[src/rtl/debug_unit_pkg.sv]
// Shared definitions for the UART debug unit.
//   - command byte constants
//   - command FSM state type and encodings
//   - snapshot size
//   - baud divisor helper (16x oversampling tick)
// The continuous run/pause feature is built in only when DEBUG_CONTINUOUS_EN is defined.
// When it is not defined, CMD_RUN and CMD_PAUSE are ordinary bytes and ST_RUN is never entered.
`timescale 1ns/1ps
package debug_unit_pkg;

    localparam logic [7:0] CMD_STEP  = 8'h73;
    localparam logic [7:0] CMD_DUMP  = 8'h64;
    localparam logic [7:0] CMD_RUN   = 8'h63;
    localparam logic [7:0] CMD_PAUSE = 8'h70;

    localparam int SNAP_BYTES = 8;

    typedef logic [2:0] state_t;

    localparam state_t ST_IDLE    = 3'd0;
    localparam state_t ST_STEP    = 3'd1;
    localparam state_t ST_CAPTURE = 3'd2;
    localparam state_t ST_SEND    = 3'd3;
    localparam state_t ST_WAIT_TX = 3'd4;
    localparam state_t ST_RUN     = 3'd5;

    // Clocks per 16x oversampling tick. Uses floor division, with a minimum of 1.
    function automatic int baud_div(input int clk_hz, input int baud);
        int d;
        d = clk_hz / (baud * 16);
        if (d < 1) d = 1;
        return d;
    endfunction

endpackage

[src/rtl/debug_uart.sv]
// 8N1 UART for the debug unit: tick generator, receiver and transmitter, all LSB first.
// Ports:
//   clk, rst        system clock; asynchronous active-high reset
//   rx              serial input, idle high
//   rx_data         last correctly framed byte
//   rx_valid        one-cycle strobe for a new rx_data
//   tx_data         byte to send
//   tx_start        request to send; accepted only while tx_busy is low
//   tx_busy         frame in progress; drops during the final stop-bit tick
//   tx              serial output, idle high
`timescale 1ns/1ps
module debug_uart
    import debug_unit_pkg::*;
#(
    parameter int CLK_HZ = 50_000_000,
    parameter int BAUD   = 9600
)(
    input  logic       clk,
    input  logic       rst,
    input  logic       rx,
    output logic [7:0] rx_data,
    output logic       rx_valid,
    input  logic [7:0] tx_data,
    input  logic       tx_start,
    output logic       tx_busy,
    output logic       tx
);

    localparam int DIV = baud_div(CLK_HZ, BAUD);
    localparam int DW  = (DIV > 1) ? $clog2(DIV) : 1;
    localparam logic [DW-1:0] DIV_RELOAD = DW'(DIV - 1);

    localparam logic [2:0] RX_IDLE      = 3'd0;
    localparam logic [2:0] RX_START     = 3'd1;
    localparam logic [2:0] RX_DATA      = 3'd2;
    localparam logic [2:0] RX_STOP      = 3'd3;
    localparam logic [2:0] RX_WAIT_HIGH = 3'd4;

    logic [DW-1:0] div_cnt;
    logic          tick;

    always_ff @(posedge clk or posedge rst) begin
        if (rst)                 div_cnt <= '0;
        else if (div_cnt == '0)  div_cnt <= DIV_RELOAD;
        else                     div_cnt <= div_cnt - 1'b1;
    end

    assign tick = (div_cnt == '0);

    // ---------------- receiver ----------------
    logic [1:0] rx_sync;
    logic       rx_s;
    logic       rx_armed;
    logic [2:0] rx_state;
    logic [3:0] rx_tcnt;
    logic [2:0] rx_bit;
    logic [7:0] rx_shift;

    assign rx_s = rx_sync[1];

    // The synchronizer resets low, so a line held low since reset never arms the receiver.
    always_ff @(posedge clk or posedge rst) begin
        if (rst) begin
            rx_sync  <= 2'b00;
            rx_armed <= 1'b0;
            rx_state <= RX_IDLE;
            rx_tcnt  <= 4'd0;
            rx_bit   <= 3'd0;
            rx_shift <= 8'h00;
            rx_data  <= 8'h00;
            rx_valid <= 1'b0;
        end else begin
            rx_sync  <= {rx_sync[0], rx};
            rx_valid <= 1'b0;
            if (rx_s) rx_armed <= 1'b1;
            case (rx_state)
                RX_IDLE: begin
                    if (rx_armed && !rx_s) begin
                        rx_state <= RX_START;
                        rx_tcnt  <= 4'd7;
                    end
                end
                RX_START: begin
                    if (tick) begin
                        if (rx_tcnt != 4'd0) begin
                            rx_tcnt <= rx_tcnt - 4'd1;
                        end else if (rx_s) begin
                            rx_state <= RX_IDLE;
                        end else begin
                            rx_state <= RX_DATA;
                            rx_tcnt  <= 4'd15;
                            rx_bit   <= 3'd7;
                        end
                    end
                end
                RX_DATA: begin
                    if (tick) begin
                        if (rx_tcnt != 4'd0) begin
                            rx_tcnt <= rx_tcnt - 4'd1;
                        end else begin
                            rx_shift <= {rx_s, rx_shift[7:1]};
                            rx_tcnt  <= 4'd15;
                            if (rx_bit == 3'd0) rx_state <= RX_STOP;
                            else                rx_bit   <= rx_bit - 3'd1;
                        end
                    end
                end
                RX_STOP: begin
                    if (tick) begin
                        if (rx_tcnt != 4'd0) begin
                            rx_tcnt <= rx_tcnt - 4'd1;
                        end else if (rx_s) begin
                            rx_data  <= rx_shift;
                            rx_valid <= 1'b1;
                            rx_state <= RX_IDLE;
                        end else begin
                            rx_state <= RX_WAIT_HIGH;
                        end
                    end
                end
                RX_WAIT_HIGH: begin
                    if (rx_s) rx_state <= RX_IDLE;
                end
                default: rx_state <= RX_IDLE;
            endcase
        end
    end

    // ---------------- transmitter ----------------
    logic       tx_active;
    logic [8:0] tx_shift;
    logic [3:0] tx_bit;
    logic [3:0] tx_tcnt;
    logic       bit_end;
    logic       tx_accept;

    assign bit_end = tick && (tx_tcnt == 4'd0);
    // Busy drops in the final stop-bit tick, so a queued start is accepted in that cycle.
    // This places the next start bit directly after the stop bit.
    assign tx_busy   = tx_active && !(bit_end && (tx_bit == 4'd0));
    assign tx_accept = tx_start && !tx_busy;

    always_ff @(posedge clk or posedge rst) begin
        if (rst) begin
            tx        <= 1'b1;
            tx_active <= 1'b0;
            tx_shift  <= 9'd0;
            tx_bit    <= 4'd0;
            tx_tcnt   <= 4'd0;
        end else if (tx_accept) begin
            tx        <= 1'b0;
            tx_shift  <= {1'b1, tx_data};
            tx_bit    <= 4'd9;
            tx_tcnt   <= 4'd15;
            tx_active <= 1'b1;
        end else if (tx_active && bit_end) begin
            tx_tcnt <= 4'd15;
            if (tx_bit == 4'd0) begin
                tx_active <= 1'b0;
                tx        <= 1'b1;
            end else begin
                tx       <= tx_shift[0];
                tx_shift <= {1'b1, tx_shift[8:1]};
                tx_bit   <= tx_bit - 4'd1;
            end
        end else if (tx_active && tick) begin
            tx_tcnt <= tx_tcnt - 4'd1;
        end
    end

endmodule

[src/rtl/debug_unit.sv]
// UART debug unit for the pipelined processor.
// It decodes single-byte commands, pulses the pipeline step enable, snapshots PC and R0,
// and returns the 8-byte snapshot over tx.
// Ports:
//   clk                system clock
//   btn                asynchronous active-high reset
//   rx / tx            UART pins (8N1, LSB first)
//   inRegistro0, inPc  pipeline observation inputs
//   rx_data_out_debug  last correctly framed received byte
//   outStep            pipeline step enable
// Optional feature: DEBUG_CONTINUOUS_EN adds RUN ('c' starts, 'p' pauses and then dumps).
//
// state    | meaning
// ---------+-----------------------------------------------------------
// IDLE     | waiting for a command byte
// STEP     | outStep high for this single cycle
// CAPTURE  | latch PC and R0 into the snapshot
// SEND     | start transmitting snapshot byte 0
// WAIT_TX  | queue bytes 1..7 back-to-back, then return to IDLE
// RUN      | outStep held high until CMD_PAUSE (DEBUG_CONTINUOUS_EN only)
`timescale 1ns/1ps
module debug_unit
    import debug_unit_pkg::*;
#(
    parameter int CLK_HZ = 50_000_000,
    parameter int BAUD   = 9600
)(
    input  logic        clk,
    input  logic        btn,
    input  logic        rx,
    input  logic [31:0] inRegistro0,
    input  logic [31:0] inPc,
    output logic [7:0]  rx_data_out_debug,
    output logic        tx,
    output logic        outStep
);

    state_t                     state;
    logic [3:0]                 byte_idx;
    logic [8*SNAP_BYTES-1:0]    snap;
    logic [7:0]                 rx_data;
    logic                       rx_valid;
    logic [7:0]                 tx_data;
    logic                       tx_start;
    logic                       tx_busy;

    debug_uart #(
        .CLK_HZ (CLK_HZ),
        .BAUD   (BAUD)
    ) u_uart (
        .clk      (clk),
        .rst      (btn),
        .rx       (rx),
        .rx_data  (rx_data),
        .rx_valid (rx_valid),
        .tx_data  (tx_data),
        .tx_start (tx_start),
        .tx_busy  (tx_busy),
        .tx       (tx)
    );

    assign rx_data_out_debug = rx_data;
    assign outStep = (state == ST_STEP) || (state == ST_RUN);

    always_comb begin
        tx_start = 1'b0;
        tx_data  = snap[{byte_idx[2:0], 3'b000} +: 8];
        case (state)
            ST_SEND:    tx_start = 1'b1;
            ST_WAIT_TX: tx_start = (byte_idx != 4'(SNAP_BYTES));
            default:    tx_start = 1'b0;
        endcase
    end

    always_ff @(posedge clk or posedge btn) begin
        if (btn) begin
            state    <= ST_IDLE;
            byte_idx <= 4'd0;
            snap     <= '0;
        end else begin
            case (state)
                ST_IDLE: begin
                    if (rx_valid) begin
                        if (rx_data == CMD_STEP)      state <= ST_STEP;
                        else if (rx_data == CMD_DUMP) state <= ST_CAPTURE;
`ifdef DEBUG_CONTINUOUS_EN
                        else if (rx_data == CMD_RUN)  state <= ST_RUN;
`endif
                    end
                end
                ST_STEP: state <= ST_CAPTURE;
                ST_CAPTURE: begin
                    // Byte 0 is PC[7:0]; R0 follows PC, both least-significant byte first.
                    snap     <= {inRegistro0, inPc};
                    byte_idx <= 4'd0;
                    state    <= ST_SEND;
                end
                ST_SEND: begin
                    if (!tx_busy) begin
                        byte_idx <= 4'd1;
                        state    <= ST_WAIT_TX;
                    end
                end
                ST_WAIT_TX: begin
                    if (!tx_busy) begin
                        if (byte_idx == 4'(SNAP_BYTES)) state    <= ST_IDLE;
                        else                            byte_idx <= byte_idx + 4'd1;
                    end
                end
`ifdef DEBUG_CONTINUOUS_EN
                ST_RUN: begin
                    if (rx_valid && (rx_data == CMD_PAUSE)) state <= ST_CAPTURE;
                end
`endif
                default: state <= ST_IDLE;
            endcase
        end
    end

endmodule

[config.mk]
export PLATFORM = sky130hd
export DESIGN_NAME = debug_unit
export DESIGN_NICKNAME = d
export VERILOG_FILES = /design/src/rtl/debug_unit_pkg.sv /design/src/rtl/debug_uart.sv /design/src/rtl/debug_unit.sv
export SDC_FILE = /design/constraint.sdc
export NUM_CORES = 1
export LEC_CHECK = 0
export CELL_PAD_IN_SITES_DETAIL_PLACEMENT = 0
export CELL_PAD_IN_SITES_GLOBAL_PLACEMENT = 2
export CORE_UTILIZATION = 41
export CTS_CLUSTER_DIAMETER = 60
export DETAILED_ROUTE_END_ITERATION = 8
export PLACE_DENSITY_LB_ADDON = 0.3
export SYNTH_ARGS = -nofsm -noshare
export SYNTH_HDL_FRONTEND = slang
export SYNTH_SLANG_ARGS = --single-unit
[constraint.sdc]
create_clock -name clk -period 6.9 [get_ports clk]
set_input_delay 0.69 -clock clk [delete_from_list [all_inputs] [get_ports clk]]
set_output_delay 0.69 -clock clk [all_outputs]
set_load 0.02 [all_outputs]
# After elaboration in Yosys (flattened, before gate mapping)
# Cells that the tools add are included.
[word_totals]
reg_bits = 129
inputBits = 67
elab_cells = 151
[classes]
addsub = 6
n_eq_ne = 33
n_shift = 1
muxes = 60
bitwise = 1
reduce_logical = 33
[op_table]
columns = ["operator", "count"]
rows = [
  ["4-bit two-way mux", 17],
  ["3-bit two-way mux", 22],
  ["64-bit by 7-bit variable part select with 8-bit output", 1],
  ["9-bit two-way mux", 4],
  ["3-bit one-hot mux with 5 select lines", 2],
  ["2-bit by 1-bit inequality test with 1-bit output, second input constant", 9],
  ["2-bit inequality test, second input constant", 9],
  ["8-bit by 7-bit == test with 1-bit output, second input constant", 2],
  ["4-bit one-hot mux with 4 select lines", 1],
  ["7-bit AND reduction", 2],
  ["3-bit by 2-bit == test with 1-bit output, second input constant", 4],
  ["4-bit one-hot mux with 3 select lines", 1],
  ["4-bit by 1-bit subtractor with 4-bit output, second input constant", 3],
  ["1-bit two-way mux", 10],
  ["3-bit == test, second input constant", 3],
  ["3-bit zero test", 3],
  ["9-bit zero test", 1],
  ["9-bit AND reduction", 1],
  ["9-bit by 1-bit subtractor with 9-bit output, second input constant", 1],
  ["4-bit zero test", 2],
  ["4-bit AND reduction", 2],
  ["4-bit nonzero test", 2],
  ["1-bit logical AND", 7],
  ["3-bit by 1-bit == test with 1-bit output, second input constant", 2],
  ["other kinds (16)", 23],
]

# Logic depth before layout (Yosys ltp)
[depth]
ltp_word = 9
ltp_mapped = 10
mapped_depth_nobuf = 7

# By module
# Synthesis repeated with hierarchy kept, for this count alone.
[unflattened]
cells_unflattened = 476
area_unflattened_um2 = 6313.6
[by_module_without_submodules]
columns = ["module", "n_inst", "cells_each", "area_per_inst_um2"]
rows = [
  ["debug_unit", 1, 223, 3399.5],
  ["debug_uart", 1, 253, 2914.0],
]

# Worst setup path after synthesis
# No wires, ideal clock.
[synth_timing]
path_kind = "register -> register"
start = "reg byte_idx[1]"
end = "reg u_uart.tx_bit[3]"
setup_ns = 0.079
t_arrival_ns = 2.486
required_time_ns = 6.821
path_slack_ns = 4.334
path_stages_with_launch = 11
n_path_buf = 3
cell_sequence = "dfrtp_1 clkbuf_1 clkbuf_1 inv_1 ha_1 and3b_1 or2_2 a22o_2 buf_6 a21oi_1 a2bb2oi_1"
[synth_between]
elab_chain_len = 5
word_cells_on_any_way = 7
[synth_rtl]
columns = ["element", "line", "source"]
rows = [
  ["from (decl)", "debug_unit.sv:39", "logic [3:0] byte_idx;"],
  ["from (signal assigned)", "debug_unit.sv:107", "else byte_idx <= byte_idx + 4'd1;"],
  ["4-bit inequality test *", "debug_unit.sv:70", "ST_WAIT_TX: tx_start = (byte_idx != 4'(SNAP_BYTES));"],
  ["1-bit one-hot mux with 2 select lines *", "debug_unit.sv:68", "case (state)"],
  ["1-bit logical AND *", "debug_uart.sv:141", "assign tx_accept = tx_start && !tx_busy;"],
  ["2-bit by 1-bit inequality test with 1-bit output (no source line) or 2-bit nonzero test (tied branches)", "--", ""],
  ["2-bit AND reduction (no source line)", "--", ""],
  ["to (signal assigned)", "debug_uart.sv:164", "tx_bit <= tx_bit - 4'd1;"],
  ["to (decl)", "debug_uart.sv:132", "logic [3:0] tx_bit;"],
]
# Mark *: on every way between the ends. The rest lies on a longest branch, timed or not.
# A chain may end at the register's enable or synchronous reset.

# Worst setup path in the final report
[layout_timing]
start = "reg byte_idx[1]"
end = "reg u_uart.tx_shift[7]"
[layout_between]
elab_chain_len = 5
word_cells_on_any_way = 8
[layout_rtl]
columns = ["element", "line", "source"]
rows = [
  ["branches (longest 5 deep; another with 64-bit by 7-bit variable part select with 8-bit output)", "--", ""],
  ["to (signal assigned)", "debug_uart.sv:152", "tx_shift <= {1'b1, tx_data};"],
  ["to (signal assigned)", "debug_uart.sv:163", "tx_shift <= {1'b1, tx_shift[8:1]};"],
  ["to (decl)", "debug_uart.sv:131", "logic [8:0] tx_shift;"],
]
# Parallel ways; which one is timed is not known.

==> impl_metrics.tcl <==
set metrics [dict create \
    ys_seq_elements 129 \
    grt-ovfl-total 0 \
    clock_latency_ns 0.41 \
    cp_slowest_cell "dfrtp_1" \
    cp.required_ns 7.20 \
    avgSynthCellArea_um2 12.98 \
    start_kind "flip-flop" \
    r2r_cells 6 \
    cp.arrival_ns 3.00 \
    slew_violations 0 \
    power_w 0.001875 \
    postSynthCellCount 468 \
    yosys_most_used_dff "dfrtp_1" \
    fin_setup_tns_ns 0 \
    clock-root-buffer "clkbuf_16" \
    hold_start "u_uart.rx_sync[0]" \
    grt_setup_unrepaired "no" \
    synth_compound_area_share_pct 8.548 \
    setup_ws_ns 4.199 \
    io-pin-count 77 \
    timing.fmax_mhz 370.3 \
    cts_max_path_buffers 2 \
    drt-initial-drc-count 150 \
    fin_nets 624 \
    diodes 0 \
    path_max_fanout 19 \
    crit_chain "inv_1 > ha_1 > and3b_1 > o21ai_1 > o21ai_2 > a221o_2" \
    reg2reg_from "byte_idx[1]" \
    coreArea_um2 14480 \
    place_congestion 0.7442 \
    maxCapViolations 0 \
    first_global_vias 4123 \
    drcViolationCount 0 \
    htreeDepth 4 \
    cts.repair.resized 0 \
    synth_top_area_share_pct 52.73 \
    finalHoldViolations 0 \
    grtUsageTotal_pct 17.85 \
    finalSetupViolCount 0 \
    endpoint_kind "flip-flop" \
    async_flop_share_pct 100.0 \
    holdPathStages 0 \
    peakVddDrop_mv 0.1974 \
    grt_max_degree 76 \
    dp_cells 711 \
    min_path_type "flip-flop to flip-flop" \
    netlist_area_um2 6075 \
    numPortBuffers 76 \
    fin_crit_sh_pct 39.14 \
    status "finished clean" \
    numCtsBuffers 17 \
    muxShareOfSynthArea_pct 22.92 \
    die_width_um 123.7 \
    seq_area_frac_synth_pct 53.16 \
    r2r-end "u_uart.tx_shift[7]" \
    tightest_slew_ns 0.9757 \
    routed_wl_um 12250 \
    synth_top_family_by_area "multiplexers" \
    cts_setup_buffers 0 \
    yosysTopAreaCell "dfrtp_1" \
    synthAdderAreaFrac_pct 2.266 \
    synth-xor-area-share_pct 0.4325 \
    avgRoutedWirePerCell_um 16.48 \
    hpwl_um 8465 \
    clk_pin_slew_ns 0.06 \
    syn_to_final_growth_pct 25.19 \
    dp_slack_ns 4.161 \
    synth_area_leaders "dfrtp_1 53%, mux2_2 15%, mux4_2 5.9%" \
    die_area_um2 15310 \
    layout_common_cells "128 x dfrtp_1, 81 x mux2_2, 76 x clkdlybuf4s50_1" \
    relSlewSlack_pct 34.95 \
    layout-drive-gt1-share_pct 27.01 \
    synth-edff-count 0 \
    vias 3971 \
    postRouteAntennaNets 0 \
    synthSimpleGateAreaFrac_pct 9.722 \
    cpLargestDelayFamily "compound AO/OA/AOI/OAI gates" \
    drtPass1Iterations 4 \
    initial_core_util_pct 41.95 \
    p_leak_nw 3.415 \
    yosys_warnings 0 \
    antenna_found_initial 0 \
    finClkSkew_ns 0.008316 \
    powerDensity_nw_per_um2 246.6 \
    reg2reg_slack_ns 4.20 \
    hold_buffers 0 \
    final_common_cell "dfrtp_1" \
    min_period_ns 2.701 \
    die_h_um 123.7 \
    fin_cells 743 \
    cp_num_buf_inv 1 \
    startpoint "byte_idx[1]" \
    cpPeakStageDelay_ns 0.98 \
    synth.distinct_cells 64 \
    cts.sinks 129 \
    rows 44 \
    cts_tree "yes" \
    viasPerCell 5.345 \
    min_to "u_uart.rx_sync[1]" \
    syn_nets 546 \
    crit_type "flip-flop to flip-flop" \
    grt_first_pass_wirelength_um 20500 \
]
metrics by stage:
step | util, % | cell area [um2] | hold WS (ns)
5_1_grt | 52.52 | 7605 | 0.3651
3_5_place_dp | 48.34 | 6999 | 0.3381
6_report | 52.52 | 7605 | 0.3496
4_1_cts | 52.52 | 7605 | 0.3521
3_3_place_gp | 48.34 | 6999 | 0.3363
2_1_floorplan | - | 6075 | 0.3312
cells in the mapped netlist (all sizes together), types with 2 or more instances:
library cell / number
dfrtp: 128
mux2: 81
nor2: 26
inv: 20
a21oi: 19
nand2: 18
o21ai: 17
mux4: 16
clkbuf: 15
mux2i: 12
ha: 11
a221o: 8
nand3: 8
nor3: 8
a31oi: 6
buf: 6
nand3b: 5
nor3b: 4
nor4: 4
or3: 4
a21o: 3
nand4: 3
or2: 3
or3b: 3
xor2: 3
a2bb2oi: 2
and3: 2
nor2b: 2
nor4b: 2
o211ai: 2
or2b: 2
or4: 2
state kept, by name (all words and copies together), names as in the netlist:
signal / flops
byte_idx: 4
snap: 64
state: 3
u_uart.div_cnt: 9
u_uart.rx_armed: 1
u_uart.rx_bit: 3
u_uart.rx_data: 8
u_uart.rx_shift: 8
u_uart.rx_state: 3
u_uart.rx_sync: 2
u_uart.rx_tcnt: 4
u_uart.rx_valid: 1
u_uart.tx: 1
u_uart.tx_active: 1
u_uart.tx_bit: 4
u_uart.tx_shift: 9
u_uart.tx_tcnt: 4
final cells by class:
cell class              count  area [um2]
clock buffers              17       425.4
clock inverters            15       180.2
fillers                  1284        6874
inverters                  20       77.57
multi-input cells         298        2671
flip-flops and latches    129        3229
well taps                 184       230.2
repair buffers             80       790.8
kinds of logic after synthesis:
logic type      after synthesis
mux                         109
buf+inv                      41
simple gates                102
fa+ha+maj                    11
flops                       129
xor+xnor                      3
compound gates               73
per-layer routing:
layer	vias to the layer above	global-route usage [%]	wire length, um
met5	-	0	0
met4	0	6.702	171
met3	11	6.410	654
met2	78	27.50	5825
met1	1992	23.01	5594
li1	1890	-	-
where the power goes:
part | switching (W) | total (W) | leakage (nW) | internal, W
sequential | 0.0000302 | 0.000805 | 1.76 | 0.000775
combinational | 0.0000772 | 0.000151 | 1.36 | 0.0000734
clock | 0.000348 | 0.000920 | 0.296 | 0.000572
worst max path at each step:
stage / endpoint / slack, ns / cells past startpoint
final: u_uart.tx_shift[7] / 4.20 / 6
after global routing: u_uart.tx_shift[7] / 3.94 / 6
after CTS: u_uart.tx_shift[7] / 4.13 / 6
after detailed placement: u_uart.tx_shift[7] / 4.16 / 6
after global placement: u_uart.tx_shift[7] / 4.24 / 6
after floorplan: byte_idx[0] / 2.77 / 1
Note: power is estimated with default switching activity, not from simulation.
